$ cat src/rtl/fetch_stage_if.sv
// Signal bundle between the IF stage and its neighbours: D-stage redirects,
// CP0 control, instruction-memory port and the IF/ID register outputs.
interface fetch_stage_if;
    logic        stall;
    logic        pc_branch;
    logic [31:0] B_addr;
    logic        jump;
    logic [31:0] J_addr;
    logic        jr;
    logic [31:0] JR_addr;
    logic        d_is_ctrl;
    logic        exc_req;
    logic        eret;
    logic [31:0] EPC;
    logic [31:0] im_data;
    logic [31:0] pc_f;
    logic [31:0] IR_D;
    logic [31:0] PC_D;
    logic [31:0] PC4_D;
    logic        BD_D;
    logic        ExcValid_D;
    logic [4:0]  ExcCode_D;

    // Master is the environment (D stage, CP0, IM); slave is the fetch stage.
    modport master (
        output stall, pc_branch, B_addr, jump, J_addr, jr, JR_addr, d_is_ctrl,
        output exc_req, eret, EPC, im_data,
        input  pc_f, IR_D, PC_D, PC4_D, BD_D, ExcValid_D, ExcCode_D
    );

    modport slave (
        input  stall, pc_branch, B_addr, jump, J_addr, jr, JR_addr, d_is_ctrl,
        input  exc_req, eret, EPC, im_data,
        output pc_f, IR_D, PC_D, PC4_D, BD_D, ExcValid_D, ExcCode_D
    );
endinterface

$ cat src/rtl/fetch_stage.sv
// MIPS IF stage: PC register with prioritised next-PC selection, fetch-address
// checking, and the IF/ID pipeline register.
module fetch_stage #(
    parameter logic [31:0] RESET_PC  = 32'h0000_3000,
    parameter logic [31:0] EXC_ENTRY = 32'h0000_4180,
    parameter logic [31:0] IM_LO     = 32'h0000_3000,
    parameter logic [31:0] IM_HI     = 32'h0000_6FFC
) (
    input  logic             clk,
    input  logic             reset,
    fetch_stage_if.slave     bus
);
    localparam logic [4:0] EXC_ADEL = 5'd4;

    logic [31:0] pc_q,    pc_d;
    logic [31:0] ir_q,    ir_d;
    logic [31:0] pcd_q,   pcd_d;
    logic [31:0] pc4d_q,  pc4d_d;
    logic        bd_q,    bd_d;
    logic        excv_q,  excv_d;
    logic [4:0]  excc_q,  excc_d;

    logic [31:0] pc_plus4;
    logic        fetch_bad;

    assign pc_plus4  = pc_q + 32'd4;
    assign fetch_bad = (pc_q[1:0] != 2'b00) || (pc_q < IM_LO) || (pc_q > IM_HI);

    always_comb begin
        pc_d   = pc_plus4;
        ir_d   = fetch_bad ? 32'h0 : bus.im_data;
        pcd_d  = pc_q;
        pc4d_d = pc_plus4;
        bd_d   = bus.d_is_ctrl;
        excv_d = fetch_bad;
        excc_d = fetch_bad ? EXC_ADEL : 5'd0;

        if (bus.exc_req) begin
            // Flush to nop but keep the interrupted PC visible in IF/ID.
            pc_d   = EXC_ENTRY;
            ir_d   = 32'h0;
            bd_d   = 1'b0;
            excv_d = 1'b0;
            excc_d = 5'd0;
        end else if (bus.eret) begin
            pc_d   = bus.EPC;
            ir_d   = 32'h0;
            pcd_d  = RESET_PC;
            pc4d_d = RESET_PC + 32'd4;
            bd_d   = 1'b0;
            excv_d = 1'b0;
            excc_d = 5'd0;
        end else if (bus.stall) begin
            pc_d   = pc_q;
            ir_d   = ir_q;
            pcd_d  = pcd_q;
            pc4d_d = pc4d_q;
            bd_d   = bd_q;
            excv_d = excv_q;
            excc_d = excc_q;
        end else if (bus.jr) begin
            pc_d = bus.JR_addr;
        end else if (bus.jump) begin
            pc_d = bus.J_addr;
        end else if (bus.pc_branch) begin
            pc_d = bus.B_addr;
        end
    end

    always_ff @(posedge clk) begin
        if (reset) begin
            pc_q   <= RESET_PC;
            ir_q   <= 32'h0;
            pcd_q  <= RESET_PC;
            pc4d_q <= RESET_PC + 32'd4;
            bd_q   <= 1'b0;
            excv_q <= 1'b0;
            excc_q <= 5'd0;
        end else begin
            pc_q   <= pc_d;
            ir_q   <= ir_d;
            pcd_q  <= pcd_d;
            pc4d_q <= pc4d_d;
            bd_q   <= bd_d;
            excv_q <= excv_d;
            excc_q <= excc_d;
        end
    end

    assign bus.pc_f       = pc_q;
    assign bus.IR_D       = ir_q;
    assign bus.PC_D       = pcd_q;
    assign bus.PC4_D      = pc4d_q;
    assign bus.BD_D       = bd_q;
    assign bus.ExcValid_D = excv_q;
    assign bus.ExcCode_D  = excc_q;
endmodule

$ cat src/flat_wrapper.sv
// flat-port wrapper written by rule: the top's interface ports become plain ports
module fetch_stage_flat 
#(
    parameter logic [31:0] RESET_PC  = 32'h0000_3000,
    parameter logic [31:0] EXC_ENTRY = 32'h0000_4180,
    parameter logic [31:0] IM_LO     = 32'h0000_3000,
    parameter logic [31:0] IM_HI     = 32'h0000_6FFC
)
  (clk, reset, bus_stall, bus_pc_branch, bus_B_addr, bus_jump, bus_J_addr, bus_jr, bus_JR_addr, bus_d_is_ctrl, bus_exc_req, bus_eret, bus_EPC, bus_im_data, bus_pc_f, bus_IR_D, bus_PC_D, bus_PC4_D, bus_BD_D, bus_ExcValid_D, bus_ExcCode_D);
  fetch_stage_if bus_i ();
  input  logic clk;
  input  logic reset;
  input wire logic [$bits(bus_i.stall)-1:0] bus_stall;
  input wire logic [$bits(bus_i.pc_branch)-1:0] bus_pc_branch;
  input wire logic [$bits(bus_i.B_addr)-1:0] bus_B_addr;
  input wire logic [$bits(bus_i.jump)-1:0] bus_jump;
  input wire logic [$bits(bus_i.J_addr)-1:0] bus_J_addr;
  input wire logic [$bits(bus_i.jr)-1:0] bus_jr;
  input wire logic [$bits(bus_i.JR_addr)-1:0] bus_JR_addr;
  input wire logic [$bits(bus_i.d_is_ctrl)-1:0] bus_d_is_ctrl;
  input wire logic [$bits(bus_i.exc_req)-1:0] bus_exc_req;
  input wire logic [$bits(bus_i.eret)-1:0] bus_eret;
  input wire logic [$bits(bus_i.EPC)-1:0] bus_EPC;
  input wire logic [$bits(bus_i.im_data)-1:0] bus_im_data;
  output wire logic [$bits(bus_i.pc_f)-1:0] bus_pc_f;
  output wire logic [$bits(bus_i.IR_D)-1:0] bus_IR_D;
  output wire logic [$bits(bus_i.PC_D)-1:0] bus_PC_D;
  output wire logic [$bits(bus_i.PC4_D)-1:0] bus_PC4_D;
  output wire logic [$bits(bus_i.BD_D)-1:0] bus_BD_D;
  output wire logic [$bits(bus_i.ExcValid_D)-1:0] bus_ExcValid_D;
  output wire logic [$bits(bus_i.ExcCode_D)-1:0] bus_ExcCode_D;
  assign bus_i.stall = bus_stall;
  assign bus_i.pc_branch = bus_pc_branch;
  assign bus_i.B_addr = bus_B_addr;
  assign bus_i.jump = bus_jump;
  assign bus_i.J_addr = bus_J_addr;
  assign bus_i.jr = bus_jr;
  assign bus_i.JR_addr = bus_JR_addr;
  assign bus_i.d_is_ctrl = bus_d_is_ctrl;
  assign bus_i.exc_req = bus_exc_req;
  assign bus_i.eret = bus_eret;
  assign bus_i.EPC = bus_EPC;
  assign bus_i.im_data = bus_im_data;
  assign bus_pc_f = bus_i.pc_f;
  assign bus_IR_D = bus_i.IR_D;
  assign bus_PC_D = bus_i.PC_D;
  assign bus_PC4_D = bus_i.PC4_D;
  assign bus_BD_D = bus_i.BD_D;
  assign bus_ExcValid_D = bus_i.ExcValid_D;
  assign bus_ExcCode_D = bus_i.ExcCode_D;
  fetch_stage #(.RESET_PC(RESET_PC), .EXC_ENTRY(EXC_ENTRY), .IM_LO(IM_LO), .IM_HI(IM_HI)) u_core (.clk(clk), .reset(reset), .bus(bus_i));
endmodule
$ cat config.mk
export PLATFORM = sky130hd
export DESIGN_NAME = fetch_stage_flat
export DESIGN_NICKNAME = d
export VERILOG_FILES = /design/src/rtl/fetch_stage_if.sv /design/src/rtl/fetch_stage.sv /design/src/flat_wrapper.sv
export SDC_FILE = /design/constraint.sdc
export NUM_CORES = 1
export LEC_CHECK = 0
export CORE_UTILIZATION = 37
export DETAILED_ROUTE_END_ITERATION = 6
export PLACE_DENSITY = 0.83
export SLEW_MARGIN = 20
export SYNTH_ARGS = -nofsm -noshare
export SYNTH_HDL_FRONTEND = slang
export SYNTH_SLANG_ARGS = --single-unit
$ cat constraint.sdc
create_clock -name clk -period 2.1 [get_ports clk]
set_clock_uncertainty 0.2 [all_clocks]
set_input_delay 0.42 -clock clk [delete_from_list [all_inputs] [get_ports clk]]
set_output_delay 0.42 -clock clk [all_outputs]
set_load 0.02 [all_outputs]
==> key figures, run 1 <==
Worst setup path
  – Critical Path, Cell by Cell: clkdlybuf4s50_1
  – CP Max Fanout: 3
  – RR Endpoint: u_core.bus.pc_f[27]$_SDFFE_PP0P_
  – Worst path buffer plus inverter count: 1
  – Family with the most delay on the worst path: buffers and inverters
  – Arrival time at the worst endpoint: around 1.4 ns
  – Depth of the most critical reg-to-reg path: 6
  – Crit path launch type: flip-flop
  – Critical Path End Type: output pin
  – Reg2Reg Setup Slack: 0.07 ns
  – Critical path's largest stage delay: 0.63 ns
  – Crit path kind: flip-flop to output pin
  – Critical-path cell with the highest stage delay: clkdlybuf4s50_1
  – RR Startpoint: u_core.bus.pc_f[18]$_SDFFE_PP0P_
  – Crit path required time: 1.48 ns

Logic synthesis
  – Main synth FF type: dfxtp_1
  – Synth top area cells: dfxtp_1, a22oi_1, nor2_1, o21ai_0, nand2_1
  – Warnings from Yosys: 0
  – Netlist cell types: between 60 and 70
  – EDFF count, synth: 0
  – Syn Area/Cell: 8.04 sq um
  – Yosys top cell by area: dfxtp_1
  – Mapped cell area: 0.00639 sq mm
  – Fraction of synthesized cell area taken by the top area cell type: 0.401
  – Async S/R FF share, synth: 0
  – Synthesis-stage register bit count: 128
  – Sequential fraction of the synthesis area: 0.401
  – Synthesized instance count: about 800

Power
  – Largest vdd supply drop: 0.554 mV
  – Leak Pwr: 0.00409 uW
  – Cell area power density: between 600 and 700 mW/mm^2

Placement
  – Placer congestion estimate: 0.934
  – Detail Placement HPWL: 20500 um
  – Count of input and output buffers: 299
  – Post-Place Cells: 1316
  – Setup WS pre-CTS: -0.323 ns

Route
  – Drt wl/cell: 20.6 um
  – Drt first pass iters: 5
  – Final ANT Viol Nets: 0
  – WL final: about 28000 um
  – DR iter-0 viols: 785
  – Via Count: 7818
  – # DRC: 0
  – Via-to-Cell Ratio: slightly below 6

STA
  – Slew Limit Fails: 0
  – Period minus WS final: 2.06 ns
  – Count of final hold-check violations: 0
  – Slew of the pin with the lowest slew margin: 0.501 ns
  – Peak Freq: 485 MHz
  – Final Worst Setup Slack: 0.0398 ns
  – Fin crit share: 0.981
  – Final setup viols: 0
  – Slew Limit Headroom: 0.666

Die
  – Die height: 133 um
  – Row Count: 47
  – Initial Util: 0.383
  – Core Footprint: 0.0167 sq mm
  – Overall die area: ~0.018 sq mm
  – Die width: about 130 um
  – Ports: 304

Worst hold path
  – Hold_sp: u_core.bus.PC4_D[28]$_SDFFE_PP0P_
  – Hold EP: u_core.bus.PC4_D[28]$_SDFFE_PP0P_
  – Hold Crit Class: flip-flop to flip-flop
  – WHS Path Cells: 2

Clock network
  – Sinks on Clock Net: roughly 130
  – Clock transition at path regs: 0.06 ns
  – CTS Buf Count: 17
  – Worst skew pair latency: 0.42 ns
  – CTS H-tree depth: 4
  – Max clock buf depth: 2
  – CTS root buf: clkbuf_16
  – TritonCTS clock tree: built

Final layout
  – Final core occ: 0.638
  – Most frequent cells in the layout: clkdlybuf4s50_1, dfxtp_1, nor2_1
  – Commonest non-fill, non-tap cell in the layout: clkdlybuf4s50_1
  – N_diodes: 0
  – Area grow syn2layout: 66.6%
  – Final Net Count: around 1300
  – Finished Layout Cells: 1349
  – Share of cells above drive strength 1: 0.135

GRT
  – First-pass GRT wire length: ~42000 um
  – Largest net degree at the start of global routing: 55
  – Global Route Usage Sum: 0.308
  – Vias in the first global route: 7534
  – Total grt overflow: 0
  – Initial antenna violation count: 0

Run status
  – Status: finished, final reports clean

Run
  – Max Cap Viol: 0
synthesized netlist by cell type (2+ instances only):
cell,count
buf_4,7
nand2b_1,11
nor3_2,4
nor3_1,29
inv_1,13
o21a_1,2
mux2i_1,9
nor2_1,100
or2_2,2
xor2_1,15
clkbuf_1,54
a221o_1,3
o31ai_1,4
o21ai_0,60
a21oi_1,19
nand4_1,10
mux2_2,5
a211oi_1,16
a32oi_1,3
a31oi_1,9
and4_1,2
buf_2,11
xnor2_1,9
nor4_1,10
o211ai_1,2
and2_1,2
nor2b_1,7
dfxtp_1,128
o22ai_1,18
o221ai_1,2
a221oi_1,22
and3_1,12
nand2_1,68
nand3_1,19
buf_1,9
a21o_1,2
a22oi_1,71
timing repair:
item / in CTS / in global routing
hold buffers: 0 / 0
pin swaps: 0 / 2
resized for setup: 36 / 13
setup endpoints to repair: 32 / 20
setup buffers: 0 / 1
kinds of logic after synthesis:
| logic type | Yosys count | share of synthesized area |
|---|---|---|
| AOI/OAI and AO/OA | 246 | 0.263 |
| xor gates and xnor gates | 24 | 0.0329 |
| adders and majority gates | 1 | 0.00196 |
| buffers and inverters | 95 | 0.0621 |
| DFF | 128 | 0.401 |
| muxes | 14 | 0.0229 |
| other | 1 | 0.000587 |
| and+or+nand+nor | 286 | 0.216 |
power breakdown:
| group | leakage (uW) | switching [uW] | internal, uW |
|---|---|---|---|
| sequential | 0.00104 | 78.6 | 2510 |
| clock | 0.000274 | 1240 | 1660 |
| combinational | 0.00277 | 658 | 656 |
state kept, by name, indices dropped and copies added (netlist names), named ones only:
| signal | flops |
|---|---|
| u_core.bus.PC4_D | 32 |
| u_core.bus.PC_D | 30 |
| u_core.bus.pc_f | 30 |
| u_core.bus.BD_D | 1 |
| u_core.bus.IR_D | 32 |
| u_core.bus.ExcCode_D | 1 |
per-stage QoR:
stage               total power [uW]  instance area [sq um]  setup TNS [ns]  hold slack (ns)
floorplan                       3170                   6400               0            0.317
global placement                3930                  10100           -4.07            0.234
detailed placement              3940                  10100           -5.41            0.237
CTS                             6800                  10600               0            0.234
global route                    7010                  10700         -0.0200            0.253
finish                          6800                  10700               0            0.242
final cells by class:
cell class | count | area, sq um
flip-flops and latches | 128 | 2580
clock inverters | 15 | 148
inverters | 14 | 52.6
repair buffers | 380 | 3670
well taps | 220 | 275
fillers | 1419 | 6050
clock buffers | 17 | 425
multi-input cells | 575 | 3500
worst reg2reg max path: stages, from the launching register on:
cell     delay, ns
dfxtp_4       0.40
nand4_1       0.16
nor4_4        0.42
nand4_1       0.18
buf_4         0.18
mux2i_1       0.20
o21ai_0       0.15
routing by layer:
layer,wire [um],track usage,vias up,share of wire
li1,-,-,3548,-
met4,860,0.119,0,0.031
met2,12700,0.496,565,0.46
met1,11000,0.390,3635,0.39
met5,0,0,-,0
met3,3240,0.0822,70,0.12
how the worst max path moves through the flow:
stage | from | endpoint | slack, ns | cells past startpoint
finish | u_core.bus.ExcCode_D[2]$_SDFFE_PP0N_ | bus_ExcValid_D | 0.04 | 1
global route | u_core.bus.pc_f[17]$_SDFFE_PP0P_ | u_core.bus.pc_f[27]$_SDFFE_PP0P_ | -0.02 | 6
CTS | u_core.bus.pc_f[10]$_SDFFE_PP0P_ | u_core.bus.pc_f[27]$_SDFFE_PP0P_ | 0.009 | 6
detailed placement | bus_pc_branch | u_core.bus.pc_f[30]$_SDFFE_PP0P_ | -0.32 | 7
global placement | bus_pc_branch | u_core.bus.pc_f[30]$_SDFFE_PP0P_ | -0.27 | 7
floorplan | u_core.bus.pc_f[4]$_SDFFE_PP0P_ | u_core.bus.pc_f[13]$_SDFFE_PP1P_ | 0.02 | 6
Power figures use the tool's default switching activity.
==> run 2: changes to the inputs <==
--- a/config.mk
+++ b/config.mk
@@ -5,10 +5,12 @@
 export SDC_FILE = /design/constraint.sdc
 export NUM_CORES = 1
 export LEC_CHECK = 0
+export CAP_MARGIN = 20
 export CORE_UTILIZATION = 37
+export CTS_CLUSTER_SIZE = 8
 export DETAILED_ROUTE_END_ITERATION = 6
 export PLACE_DENSITY = 0.83
-export SLEW_MARGIN = 20
+export SLEW_MARGIN = 10
 export SYNTH_ARGS = -nofsm -noshare
 export SYNTH_HDL_FRONTEND = slang
 export SYNTH_SLANG_ARGS = --single-unit
==> results of run 2 <==
Same layout as run 1: the final DEF is identical, and so are final timing and power.
==> run 3: changes to the inputs <==
--- a/config.mk
+++ b/config.mk
@@ -5,7 +5,9 @@
 export SDC_FILE = /design/constraint.sdc
 export NUM_CORES = 1
 export LEC_CHECK = 0
+export ABC_AREA = 0
 export CAP_MARGIN = 20
+export CORE_ASPECT_RATIO = 0.75
 export CORE_UTILIZATION = 37
 export CTS_CLUSTER_SIZE = 8
 export DETAILED_ROUTE_END_ITERATION = 6
==> run 3 against run 2 <==
  * Via count decreased by 0.59%
  * Combinational power about the same
  * Largest power group unchanged
  * Largest cell class unchanged
  * Sequential share of layout area decreased by 0.26 points
  * Power decreased by 0.22%
  * Non-clock buffer count increased by 11
  * Final cell count increased by 0.44%
  * Sequential power about the same
  * Critical path depth unchanged
  * Global-route usage decreased by 0.52 points
  * Hold slack got worse by 0.028 ns
  * First-iteration DRC count decreased by 10%
==> key figures, run 3 (synthesis gave the netlist of run 1 again) <==
STA
  – Slew of the pin with the lowest slew margin: 0.485 ns (-0.0160 ns)
  – Count of final hold-check violations: 0 (unchanged)
  – Final Worst Setup Slack: 0.0414 ns (+0.00160 ns)
  – Peak Freq: 486 MHz (about the same)
  – Worst Hold Slack: 0.213 ns (-0.0284 ns)
  – Fin crit share: 0.980 (about the same)
  – Slew Limit Headroom: 0.668 (+0.00230)
  – Period minus WS final: 2.06 ns (-0.00160 ns)
  – Slew Limit Fails: 0 (unchanged)
  – Final setup viols: 0 (unchanged)
  – TNS Setup: 0 ns (unchanged)

Worst setup path
  – CP Max Fanout: 3 (unchanged)
  – Family with the most delay on the worst path: buffers and inverters
  – Worst path buffer plus inverter count: 1 (unchanged)
  – Critical Path, Cell by Cell: clkdlybuf4s50_1
  – Arrival time at the worst endpoint: 1.44 ns (about the same)
  – Crit path launch type: flip-flop
  – Crit path kind: flip-flop to output pin
  – Crit path required time: 1.48 ns (about the same)
  – Critical path's largest stage delay: 0.63 ns (about the same)
  – Critical Path End Type: output pin
  – Critical-path cell with the highest stage delay: clkdlybuf4s50_1
  – Reg2Reg Setup Slack: 0.12 ns (+0.05 ns)

Run status
  – Status: finished, final reports clean

Clock network
  – Clock transition at path regs: 0.06 ns (about the same)
  – CTS H-tree depth: 4 (unchanged)
  – CTS Buf Count: 17 (unchanged)
  – Sinks on Clock Net: 128 (unchanged)
  – Max clock buf depth: 2 (unchanged)
  – TritonCTS clock tree: built
  – CTS root buf: clkbuf_16
  – Worst skew pair latency: 0.42 ns (about the same)

Placement
  – Placer congestion estimate: 0.952 (+2.0%)
  – Post-Place Cells: 1322 (+0.46%)
  – Count of input and output buffers: 299 (unchanged)
  – Detail Placement HPWL: 20100 um (-2.1%)
  – Setup WS pre-CTS: -0.312 ns (+0.0107 ns)

Die
  – Ports: 304 (unchanged)
  – Initial Util: 0.379 (-0.00400)
  – Row Count: 41 (-13%)
  – Die height: 116 um (-13%)
  – Core Footprint: 0.0169 sq mm (+1.1%)
  – Die width: 154 um (+15%)
  – Overall die area: 0.0178 sq mm (about the same)

Route
  – DR iter-0 viols: 703 (-10%)
  – # DRC: 0 (unchanged)
  – Via-to-Cell Ratio: 5.74 (-1.0%)
  – Drt first pass iters: 7 (+2)
  – Final ANT Viol Nets: 0 (unchanged)
  – WL final: 27400 um (-1.5%)
  – Drt wl/cell: 20.2 um (-1.9%)
  – Via Count: 7772 (-0.59%)

Power
  – Leak Pwr: 0.00416 uW (+1.7%)
  – Cell area power density: 631 mW/mm^2 (-1.2%)
  – Largest vdd supply drop: 0.594 mV (+7.2%)

Final layout
  – Finished Layout Cells: 1355 (+0.44%)
  – Final Net Count: 1297 (+0.86%)
  – Commonest non-fill, non-tap cell in the layout: clkdlybuf4s50_1
  – Area grow syn2layout: 68.3%
  – Most frequent cells in the layout: clkdlybuf4s50_1, dfxtp_1, nor2_1
  – Share of cells above drive strength 1: 0.142 (+0.00760)

GRT
  – Largest net degree at the start of global routing: 55 (unchanged)
  – Initial antenna violation count: 1 (+1)
  – Busiest layer in global routing: met2
  – Global Route Usage Sum: 0.302 (-0.00519)
  – Vias in the first global route: 7407 (-1.7%)
  – First-pass GRT wire length: 41300 um (-1.7%)
  – Met1 global-route usage: 0.391 (about the same)
  – Grt met2 use: 0.475 (-0.0208)
  – Met3 usage: 0.0935 (+0.0113)
  – Total grt overflow: 0 (unchanged)

Worst hold path
  – Hold Crit Class: input port to flip-flop

Run
  – Max Cap Viol: 0 (unchanged)
==> run 3: layout make-up <==
type	instances	area [sq um]
Sequential cell	128	2570
Antenna cell	1	2.50
Clock inverter	11	116
Clock buffer	20	447
Timing Repair Buffer	391	3780
Fill cell	1364	6120
Multi-Input combinational cell	575	3510
Inverter	14	52.6
Tap cell	215	269
==> run 3: metrics by stage <==
stage	total power, uW	util	area [sq um]
6_report	6790	0.637	10800
5_1_grt	7030	0.637	10800
4_1_cts	6790	0.634	10700
3_5_place_dp	3950	0.602	10200
3_3_place_gp	3940	0.602	10200
2_1_floorplan	3170	-	6400
==> run 3: what timing repair did <==
| action | in CTS | in global routing |
|---|---|---|
| buffers inserted | 0 | 1 |
| setup endpoints to repair | 33 | 37 |
| hold buffers | 0 | 0 |
| resized for setup | 36 | 14 |
| pin swaps | 0 | 1 |
==> run 3: routing by layer <==
metal / wire (um) / up-vias / part of all wire
met5: 0 / - / 0
met2: 12200 / 506 / 0.44
met4: 773 / 0 / 0.028
met1: 11400 / 3622 / 0.42
met3: 3050 / 75 / 0.11
li1: - / 3569 / -
==> run 3: final timing paths <==
| path | start | endpoint | depth (start not counted) |
|---|---|---|---|
| max | u_core.bus.ExcCode_D[2]$_SDFFE_PP0N_ | bus_ExcValid_D | 1 |
| min | reset | u_core.bus.PC_D[29]$_SDFFE_PP0P_ | 3 |
| max reg2reg | u_core.bus.pc_f[12]$_SDFFE_PP1P_ | u_core.bus.PC4_D[21]$_SDFFE_PP0P_ | 6 |
| min reg2reg | u_core.bus.PC4_D[18]$_SDFFE_PP0P_ | u_core.bus.PC4_D[18]$_SDFFE_PP0P_ | 2 |
==> run 3: where the power goes <==
group	internal (uW)	switching, uW
combinational	673	643
clock	1760	1110
sequential	2510	85.6
